===== src/rtl/print_console_pkg.sv =====
// print_console_pkg
// Shared constants and state types for the print console: ASCII codes used
// by the hex formatter, the formatter and UART transmitter state enums, and
// a nibble-to-ASCII helper.
package print_console_pkg;

    localparam logic [7:0] ASCII_0     = 8'h30;
    localparam logic [7:0] ASCII_A_OFS = 8'h37;  // 'A' - 10
    localparam logic [7:0] ASCII_LF    = 8'h0A;

    typedef enum logic {
        FMT_IDLE,
        FMT_SEND
    } fmt_state_t;

    typedef enum logic [1:0] {
        TX_IDLE,
        TX_START,
        TX_DATA,
        TX_STOP
    } tx_state_t;

    // Uppercase hex digit for one nibble.
    function automatic logic [7:0] hex_ascii(input logic [3:0] n);
        if (n <= 4'd9) return ASCII_0 + {4'h0, n};
        else           return ASCII_A_OFS + {4'h0, n};
    endfunction

endpackage


===== src/rtl/uart_tx.sv =====
// uart_tx
// 8N1 UART transmitter. One byte is taken per valid/ready handshake, which
// can only complete in IDLE; the frame is start bit, 8 data bits LSB first,
// stop bit, each CLKS_PER_BIT cycles long.
// Handshake: a byte transfers on a rising edge where valid && ready; the
// sender keeps data stable while valid is high and ready is low.
// Ports:
//   clk, rst (async active-low)
//   data[7:0], valid  - byte offered by the formatter
//   ready             - high in IDLE only
//   txd               - serial line, idle high, registered
module uart_tx
    import print_console_pkg::*;
#(
    parameter int CLKS_PER_BIT = 16
) (
    input  logic       clk,
    input  logic       rst,
    input  logic [7:0] data,
    input  logic       valid,
    output logic       ready,
    output logic       txd
);

    localparam int CW = (CLKS_PER_BIT > 1) ? $clog2(CLKS_PER_BIT) : 1;

    tx_state_t     state, state_nxt;
    logic [CW-1:0] cnt, cnt_nxt;
    logic [2:0]    bit_idx, bit_nxt;
    logic [7:0]    shreg, sh_nxt;
    logic          txd_nxt;
    logic          last_tick;

    assign last_tick = (cnt == CW'(CLKS_PER_BIT - 1));

    always_ff @(posedge clk or negedge rst) begin
        if (!rst) begin
            state   <= TX_IDLE;
            cnt     <= '0;
            bit_idx <= '0;
            shreg   <= '0;
            txd     <= 1'b1;
        end else begin
            state   <= state_nxt;
            cnt     <= cnt_nxt;
            bit_idx <= bit_nxt;
            shreg   <= sh_nxt;
            txd     <= txd_nxt;
        end
    end

    // txd is computed one cycle ahead so the line comes straight off a flop.
    always_comb begin
        state_nxt = state;
        cnt_nxt   = cnt;
        bit_nxt   = bit_idx;
        sh_nxt    = shreg;
        txd_nxt   = txd;
        ready     = (state == TX_IDLE);
        case (state)
            TX_IDLE: begin
                if (valid) begin
                    state_nxt = TX_START;
                    sh_nxt    = data;
                    cnt_nxt   = '0;
                    txd_nxt   = 1'b0;
                end
            end
            TX_START: begin
                if (last_tick) begin
                    state_nxt = TX_DATA;
                    cnt_nxt   = '0;
                    bit_nxt   = '0;
                    txd_nxt   = shreg[0];
                end else begin
                    cnt_nxt = cnt + CW'(1);
                end
            end
            TX_DATA: begin
                if (last_tick) begin
                    cnt_nxt = '0;
                    if (bit_idx == 3'd7) begin
                        state_nxt = TX_STOP;
                        txd_nxt   = 1'b1;
                    end else begin
                        bit_nxt = bit_idx + 3'd1;
                        sh_nxt  = {1'b0, shreg[7:1]};
                        txd_nxt = shreg[1];
                    end
                end else begin
                    cnt_nxt = cnt + CW'(1);
                end
            end
            TX_STOP: begin
                if (last_tick) begin
                    state_nxt = TX_IDLE;
                    cnt_nxt   = '0;
                end else begin
                    cnt_nxt = cnt + CW'(1);
                end
            end
            default: state_nxt = TX_IDLE;
        endcase
    end

endmodule


===== src/rtl/print_console.sv =====
// print_console
// Print peripheral for the 16-bit computer. Each toDisplay value is queued
// in a FIFO, formatted as four uppercase hex digits plus LF and sent on an
// 8N1 UART. The computer cannot stall, so values arriving at a full FIFO are
// dropped and flagged.
// Ports:
//   clk, rst (async active-low)
//   toDisplay, display[15:0] - print strobe and value
//   finish                   - program exit; later prints are ignored
//   txd                      - UART line
//   busy                     - FIFO, formatter or transmitter has work
//   done                     - sticky: finished and fully drained
//   overflow                 - sticky: a value was dropped
//   level                    - FIFO occupancy
module print_console
    import print_console_pkg::*;
#(
    parameter int DEPTH        = 8,
    parameter int CLKS_PER_BIT = 16
) (
    input  logic                     clk,
    input  logic                     rst,
    input  logic                     toDisplay,
    input  logic [15:0]              display,
    input  logic                     finish,
    output logic                     txd,
    output logic                     busy,
    output logic                     done,
    output logic                     overflow,
    output logic [$clog2(DEPTH):0]   level
);

    localparam int AW = $clog2(DEPTH);

    // ---------------- FIFO ----------------
    // Pointers carry one extra wrap bit so full and empty are distinguishable.
    logic [AW:0] wr_ptr, rd_ptr;
    logic [15:0] mem [DEPTH];
    logic        empty, full, pop, offer, push, drop;
    logic        fin_q;

    fmt_state_t  fmt_state, fmt_nxt;
    logic [2:0]  idx, idx_nxt;
    logic [15:0] word;
    logic [7:0]  char;
    logic        tx_ready;

    assign empty = (wr_ptr == rd_ptr);
    assign full  = (wr_ptr[AW] != rd_ptr[AW]) && (wr_ptr[AW-1:0] == rd_ptr[AW-1:0]);
    assign pop   = (fmt_state == FMT_IDLE) && !empty;
    assign offer = toDisplay && !fin_q;
    // A pop in the same cycle frees a slot, so a full FIFO can still accept.
    assign push  = offer && (!full || pop);
    assign drop  = offer && full && !pop;
    assign level = wr_ptr - rd_ptr;

    always_ff @(posedge clk) begin
        if (push) mem[wr_ptr[AW-1:0]] <= display;
    end

    always_ff @(posedge clk or negedge rst) begin
        if (!rst) begin
            wr_ptr   <= '0;
            rd_ptr   <= '0;
            word     <= '0;
            overflow <= 1'b0;
            fin_q    <= 1'b0;
            done     <= 1'b0;
        end else begin
            if (push) wr_ptr <= wr_ptr + 1'b1;
            if (pop) begin
                rd_ptr <= rd_ptr + 1'b1;
                word   <= mem[rd_ptr[AW-1:0]];
            end
            if (drop)   overflow <= 1'b1;
            if (finish) fin_q    <= 1'b1;
            // The raw finish input is included so an already-drained block
            // reports done on the very next cycle.
            if ((fin_q || finish) && empty && (fmt_state == FMT_IDLE) && tx_ready)
                done <= 1'b1;
        end
    end

    // ---------------- Formatter ----------------
    always_ff @(posedge clk or negedge rst) begin
        if (!rst) begin
            fmt_state <= FMT_IDLE;
            idx       <= '0;
        end else begin
            fmt_state <= fmt_nxt;
            idx       <= idx_nxt;
        end
    end

    always_comb begin
        fmt_nxt = fmt_state;
        idx_nxt = idx;
        case (fmt_state)
            FMT_IDLE: begin
                if (!empty) begin
                    fmt_nxt = FMT_SEND;
                    idx_nxt = '0;
                end
            end
            FMT_SEND: begin
                if (tx_ready) begin
                    if (idx == 3'd4) fmt_nxt = FMT_IDLE;
                    else             idx_nxt = idx + 3'd1;
                end
            end
            default: fmt_nxt = FMT_IDLE;
        endcase
    end

    always_comb begin
        char = ASCII_LF;
        case (idx)
            3'd0:    char = hex_ascii(word[15:12]);
            3'd1:    char = hex_ascii(word[11:8]);
            3'd2:    char = hex_ascii(word[7:4]);
            3'd3:    char = hex_ascii(word[3:0]);
            default: char = ASCII_LF;
        endcase
    end

    uart_tx #(
        .CLKS_PER_BIT(CLKS_PER_BIT)
    ) u_tx (
        .clk   (clk),
        .rst   (rst),
        .data  (char),
        .valid (fmt_state == FMT_SEND),
        .ready (tx_ready),
        .txd   (txd)
    );

    assign busy = !empty || (fmt_state != FMT_IDLE) || !tx_ready;

endmodule


===== config.mk =====
export PLATFORM = sky130hd
export DESIGN_NAME = print_console
export DESIGN_NICKNAME = d
export VERILOG_FILES = /design/src/rtl/print_console_pkg.sv /design/src/rtl/uart_tx.sv /design/src/rtl/print_console.sv
export SDC_FILE = /design/constraint.sdc
export NUM_CORES = 1
export LEC_CHECK = 0
export CORE_ASPECT_RATIO = 1.5
export CORE_UTILIZATION = 40
export DETAILED_ROUTE_END_ITERATION = 8
export DONT_BUFFER_PORTS = 1
export PLACE_DENSITY = 0.53
export SETUP_SLACK_MARGIN = 0.2
export SYNTH_ARGS = -nofsm -noshare
export SYNTH_HDL_FRONTEND = slang
export SYNTH_SLANG_ARGS = --single-unit

===== constraint.sdc =====
create_clock -name clk -period 6.58 [get_ports clk]
set_clock_uncertainty 0.2 [all_clocks]
set_input_delay 0.329 -clock clk [delete_from_list [all_inputs] [get_ports clk]]
set_output_delay 0.329 -clock clk [all_outputs]
set_load 0.05 [all_outputs]

==> impl_metrics.yaml, run 1 <==
placement:
  dp_hpwl_um: 10200
  place_congestion: 0.768
  placedInstanceArea_um2: 8130
  numPortBuffers: 0
synth:
  syn-num-nets: 588
  synth_top_area_share_pct: 49.0
  synth_cell_types: 62
  synth_compound_area_share_pct: 8.78
  synth.most_common_cell: "edfxtp_1"
  synthArstFlopShare_pct: 27.3
  synthTopCellsByCount: "edfxtp_1 (128), nand2_1 (72), dfrtp_1 (47)"
  avgSynthCellArea_um2: 14.5
  synth-seq-cells: 176
  synth_xor_area_share_pct: 1.43
  yosys-mux-area-fraction_pct: 9.71
  synth_top_family_by_area: "multiplexers"
  syn_area_um2: 7850
  synth_edf_count: 128
  synth_ff_type: "edfxtp_1"
  netlist_instances: 542
  synthSimpleGateAreaFrac_pct: 8.65
  ys_seq_area_share_pct: 64.3
  synthAdderAreaFrac_pct: 4.24
  yosysTopAreaCell: "edfxtp_1"
  ys_warn_count: 0
  synth_area_leaders: "edfxtp_1 (49%), dfrtp_1 (15%), mux4_2 (9.2%)"
finish:
  final_cell_area_um2: 8920
  final_nets: 616
  num_antenna_cells: 0
  area_delta_synth_final_pct: 13.6
  drive_gt1_share_pct: 16.7
  register_area_um2: 5050
  nFillCells: 1731
  multi_input_area_um2: 2590
timing:
  fin_tns_setup_ns: 0
  maxSlewHeadroom_pct: 26.4
  rsz0062_at_grt: "false"
  finalHoldViolations: 0
  finalMaxSlewViolations: 0
  min_period_over_period_pct: 51.1
  final.min_clock_period_ns: 3.36
  setup_viol_count_final: 0
  worstMarginPinSlew_ns: 1.10
  fmax_ghz: 0.298
floorplanning:
  core_area_um2: 19200
  fp.dieArea_um2: 20200
  initial_core_util_pct: 41.0
  fp.dieW_um: 116
  ios: 28
  die_h_um: 174
  fp-row-count: 62
global_routing:
  antenna_found_initial: 0
  grt_first_pass_wirelength_um: 24000
  grt_overflow: 0
  track_usage_pct: 16.0
  grt_pass1_vias: 4618
  grt_max_degree: 49
routing:
  route.vias.total: 4359
  first_pass_iters: 4
  viasPerCell: 5.20
  drtIter0Drc: 239
  drtAntennaViolNets: 0
  wl_per_cell_um: 17.4
  totalWireLength_um: 14600
  drc: 0
clock_network:
  htreeDepth: 4
  cts_buffers: 17
  clk_transition_reported_paths_ns: 0.07
  post_cts_buffers: 0
  cts_num_sinks: 176
  cts_root_buffer: "clkbuf_16"
  clockBufferDepth: 2
  cts_tree: "done"
  insertion_delay_ns: 0.42
worst_setup_path:
  cp_data_required_time_ns: 6.05
  slowest_delay_ns: 0.82
  rr_startpoint: "rd_ptr[2]"
  path_max_fanout: 19
  endpoint_kind: "primary output"
  criticalPathCategory: "register to primary output"
  ff2ff_setup_slack_ns: 3.39
  crit_chain: "clkinv_1, buf_4, ha_1, a21oi_1, xor2_1"
  critPathBufInv: 2
  worst_setup_path_start_kind: "register"
  cp_slowest_cell: "xor2_1"
  ff2ff_path_depth: 8
  critical_path_arrival_ns: 2.83
  r2r_end: "mem[6][11]"
  critical-path-top-delay-family: "XOR/XNOR gates"
worst_hold_path:
  hp-class: "input pin to async pin"
status:
  outcome: "finished, final reports clean"
power:
  p_leak_nw: 3.20
  power.density_nw_per_um2: 413
  ir_drop_mv: 0.208
run:
  cap_violations: 0
==> worst reg2reg max path: cells and delay by family (launching register included) <==
kind            cells  cell delay, ns
buf+inv             3            0.66
compound gates      1            0.27
simple gates        3            0.68
flops               1            0.72
fa+ha+maj           1            0.35
==> placed cells by master (no fill, tap or decap), drive strengths merged, types with 3 or more instances in the layout <==
| cell type | synthesis | routed |
|---|---|---|
| mux2i | 3 | 3 |
| dlygate4sd3 | 0 | 19 |
| nand2 | 72 | 72 |
| nor3 | 7 | 7 |
| edfxtp | 128 | 128 |
| clkinv | 1 | 7 |
| and2 | 3 | 3 |
| o21a | 3 | 3 |
| clkbuf | 5 | 18 |
| a21oi | 15 | 15 |
| o221ai | 3 | 3 |
| dfrtp | 47 | 47 |
| ha | 25 | 25 |
| nand2b | 7 | 7 |
| xnor2 | 8 | 8 |
| mux4 | 32 | 32 |
| inv | 23 | 27 |
| nand3 | 6 | 6 |
| a22o | 3 | 3 |
| nor2 | 40 | 40 |
| or3 | 3 | 3 |
| o21ai | 22 | 22 |
| or2 | 3 | 3 |
| buf | 18 | 13 |
| o22ai | 4 | 4 |
| xor2 | 4 | 4 |
| o21bai | 4 | 4 |
| a21boi | 3 | 3 |
| nor2b | 6 | 6 |
| a31oi | 18 | 18 |
==> per-layer routing <==
layer	vias to the layer above	wire [um]	GRT usage, %
met3	19	310	3.32
li1	2081	-	-
met2	57	7880	27.9
met5	-	0	0
met1	2202	6150	19.0
met4	0	266	5.98
==> flip-flops by register name (all words and copies together), names as in the netlist, 2 cells and up <==
signal,flops
idx,3
mem,128
rd_ptr,4
u_tx.bit_idx,3
u_tx.cnt,4
u_tx.shreg,7
u_tx.state,2
word,16
wr_ptr,4
==> final cells by class <==
type / count / share of cell area [%]
flip-flops and latches: 176 / 56.6
multi-input cells: 319 / 29.0
clock buffers: 18 / 4.81
well taps: 256 / 3.59
repair buffers: 32 / 3.45
clock inverters: 13 / 1.53
inverters: 24 / 1.01
==> metrics by stage <==
stage / total power, mW / hold slack (ns) / setup WS [ns] / util [%] / cells
after floorplan: 2.49 / -0.167 / 3.06 / - / 542
after global placement: 2.70 / -0.165 / 3.46 / 42.5 / 787
after detailed placement: 2.73 / -0.165 / 3.39 / 42.5 / 787
after CTS: 3.73 / 0.208 / 3.12 / 46.5 / 838
after global routing: 3.93 / 0.225 / 3.02 / 46.5 / 838
final: 3.68 / 0.227 / 3.22 / 46.5 / 838
==> power by group <==
part / internal, mW / total [mW] / leakage [nW] / switching [mW]
clock network: 0.559 / 0.965 / 0.276 / 0.407
logic: 0.519 / 1.24 / 1.20 / 0.722
registers: 1.31 / 1.47 / 1.73 / 0.163
==> cell families after synthesis <==
kind of cell | after synthesis
XOR/XNOR | 12
AND/OR/NAND/NOR | 151
multiplexers | 36
buffers and inverters | 47
adder cells (fa/ha/maj) | 26
AO/OA/AOI/OAI | 94
flip-flops | 176
==> worst max path at each step <==
| stage | from | end | cells past startpoint |
|---|---|---|---|
| 2_1_floorplan | rd_ptr[2] | mem[0][0] | 8 |
| 3_3_place_gp | rd_ptr[2] | mem[6][6] | 8 |
| 3_5_place_dp | rd_ptr[2] | mem[6][5] | 8 |
| 4_1_cts | rd_ptr[0] | level[3] | 6 |
| 5_1_grt | rd_ptr[0] | level[3] | 6 |
| 6_report | rd_ptr[2] | level[3] | 5 |
==> timing repair <==
action | CTS | global route
endpoints found under the setup margin | 0 | 0
gates resized for setup | 0 | 0
hold buffers | 20 | 0
endpoints found under the hold margin | 179 | 0
(Power assumes the default switching activity.)
==> inputs of run 2 (changes only) <==
Clock period 6.58 ns to 3.35 ns, I/O delays scaled along.
==> impl_metrics.yaml, run 2 (synthesis gave the netlist of run 1 again) <==
status:
  outcome: "finished, final reports clean"
timing:
  rsz0062_at_grt: "false"
  min_period_over_period_pct: 77.1
  hold_ws_ns: 0.0471
  finalMaxSlewViolations: 0
  maxSlewHeadroom_pct: 53.6
  setup_viol_count_final: 0
  fmax_ghz: 0.387
  layout_setup_ws_ns: 0.768
  fin_tns_setup_ns: 0
  final.min_clock_period_ns: 2.58
  finalHoldViolations: 0
  worstMarginPinSlew_ns: 0.696
global_routing:
  grt_first_pass_wirelength_um: 24800
  grt_pass1_vias: 4638
  track_usage_pct: 16.7
  grt_max_degree: 49
  grt_overflow: 0
  antenna_found_initial: 0
finish:
  final_common_cell: "edfxtp_1"
  final_cell_mix: "edfxtp_1 (128), nand2_1 (72), dfrtp_1 (46)"
  largest_register_ffs: 128
  final_nets: 619
  utilization_pct: 47.2
  num_antenna_cells: 0
  area_delta_synth_final_pct: 15.2
  drive_gt1_share_pct: 17.9
  fin_cells: 842
  nFillCells: 1702
  final_cell_area_um2: 9040
placement:
  dpl.cell_count: 790
  post-place-ws_ns: 0.786
  place_congestion: 0.760
  dp_hpwl_um: 10400
  numPortBuffers: 0
  placedInstanceArea_um2: 8160
worst_setup_path:
  path_max_fanout: 17
  ff2ff_path_depth: 8
  criticalPathCategory: "register to register"
  ff2ff_setup_slack_ns: 0.77
  endpoint_kind: "register"
  critical_path.startpoint: "rd_ptr[2]"
  setup.worst_path.end: "mem[3][9]"
  r2r_end: "mem[3][9]"
  cp_data_required_time_ns: 3.27
  worst_setup_path_start_kind: "register"
  rr_startpoint: "rd_ptr[2]"
  critical_path_arrival_ns: 2.50
clock_network:
  cts_num_sinks: 176
  insertion_delay_ns: 0.43
  cts_hold_buf: 20
  cts_buffers: 17
  cts_resized: 0
  clk_transition_reported_paths_ns: 0.07
  cts_tree: "done"
  clockBufferDepth: 2
  post_cts_buffers: 0
  cts_root_buffer: "clkbuf_16"
  htreeDepth: 4
floorplanning:
  fp.dieArea_um2: 20200
  fp-row-count: 62
  die_h_um: 174
  ios: 28
  core_area_um2: 19200
  fp.dieW_um: 116
  initial_core_util_pct: 41.0
power:
  power.density_nw_per_um2: 845
  p_leak_nw: 3.26
  ir_drop_mv: 0.346
  power_mw: 7.64
routing:
  totalWireLength_um: 15200
  drtAntennaViolNets: 0
  first_pass_iters: 4
  viasPerCell: 5.20
  route.vias.total: 4380
  drtIter0Drc: 277
  wl_per_cell_um: 18.1
  drc: 0
worst_hold_path:
  hp-class: "input pin to async pin"
run:
  cap_violations: 0
[run 2: power by group]
| part | switching (mW) | internal, mW |
|---|---|---|
| sequential | 0.298 | 2.57 |
| clock | 0.882 | 1.35 |
| combinational | 1.48 | 1.06 |
| total | 2.66 | 4.98 |
[run 2: layout make-up]
class / instances / area [um^2] / share of cell area [%]
inverters: 24 / 90.1 / 0.996
flip-flops and latches: 176 / 5050 / 55.8
clock buffers: 17 / 425 / 4.70
well taps: 256 / 320 / 3.54
multi-input cells: 319 / 2590 / 28.6
repair buffers: 35 / 330 / 3.65
clock inverters: 15 / 244 / 2.70
[run 2: routing by layer]
metal | track usage [%] | vias up | routed length (um)
met3 | 3.85 | 32 | 402
met5 | 0 | - | 0
met1 | 20.2 | 2205 | 6470
met2 | 28.0 | 58 | 7920
met4 | 7.64 | 0 | 431
li1 | - | 2085 | -
[run 2: worst min-delay path by stage]
stage	cells past startpoint	startpoint	end	slack (ns)
after global placement	0	rst	fin_q	-0.33
after CTS	2	rst	fin_q	0.04
after floorplan	0	rst	done	-0.33
after detailed placement	0	rst	fin_q	-0.33
final	2	rst	overflow	0.05
after global routing	2	rst	idx[0]	0.05
[run 2: worst max-delay path, stage by stage (launching register included)]
cell,delay [ns]
dfrtp_1,0.36
clkinv_1,0.06
buf_4,0.19
ha_1,0.35
and3_1,0.23
a31oi_4,0.25
nand2b_1,0.16
nor2_1,0.16
buf_4,0.29
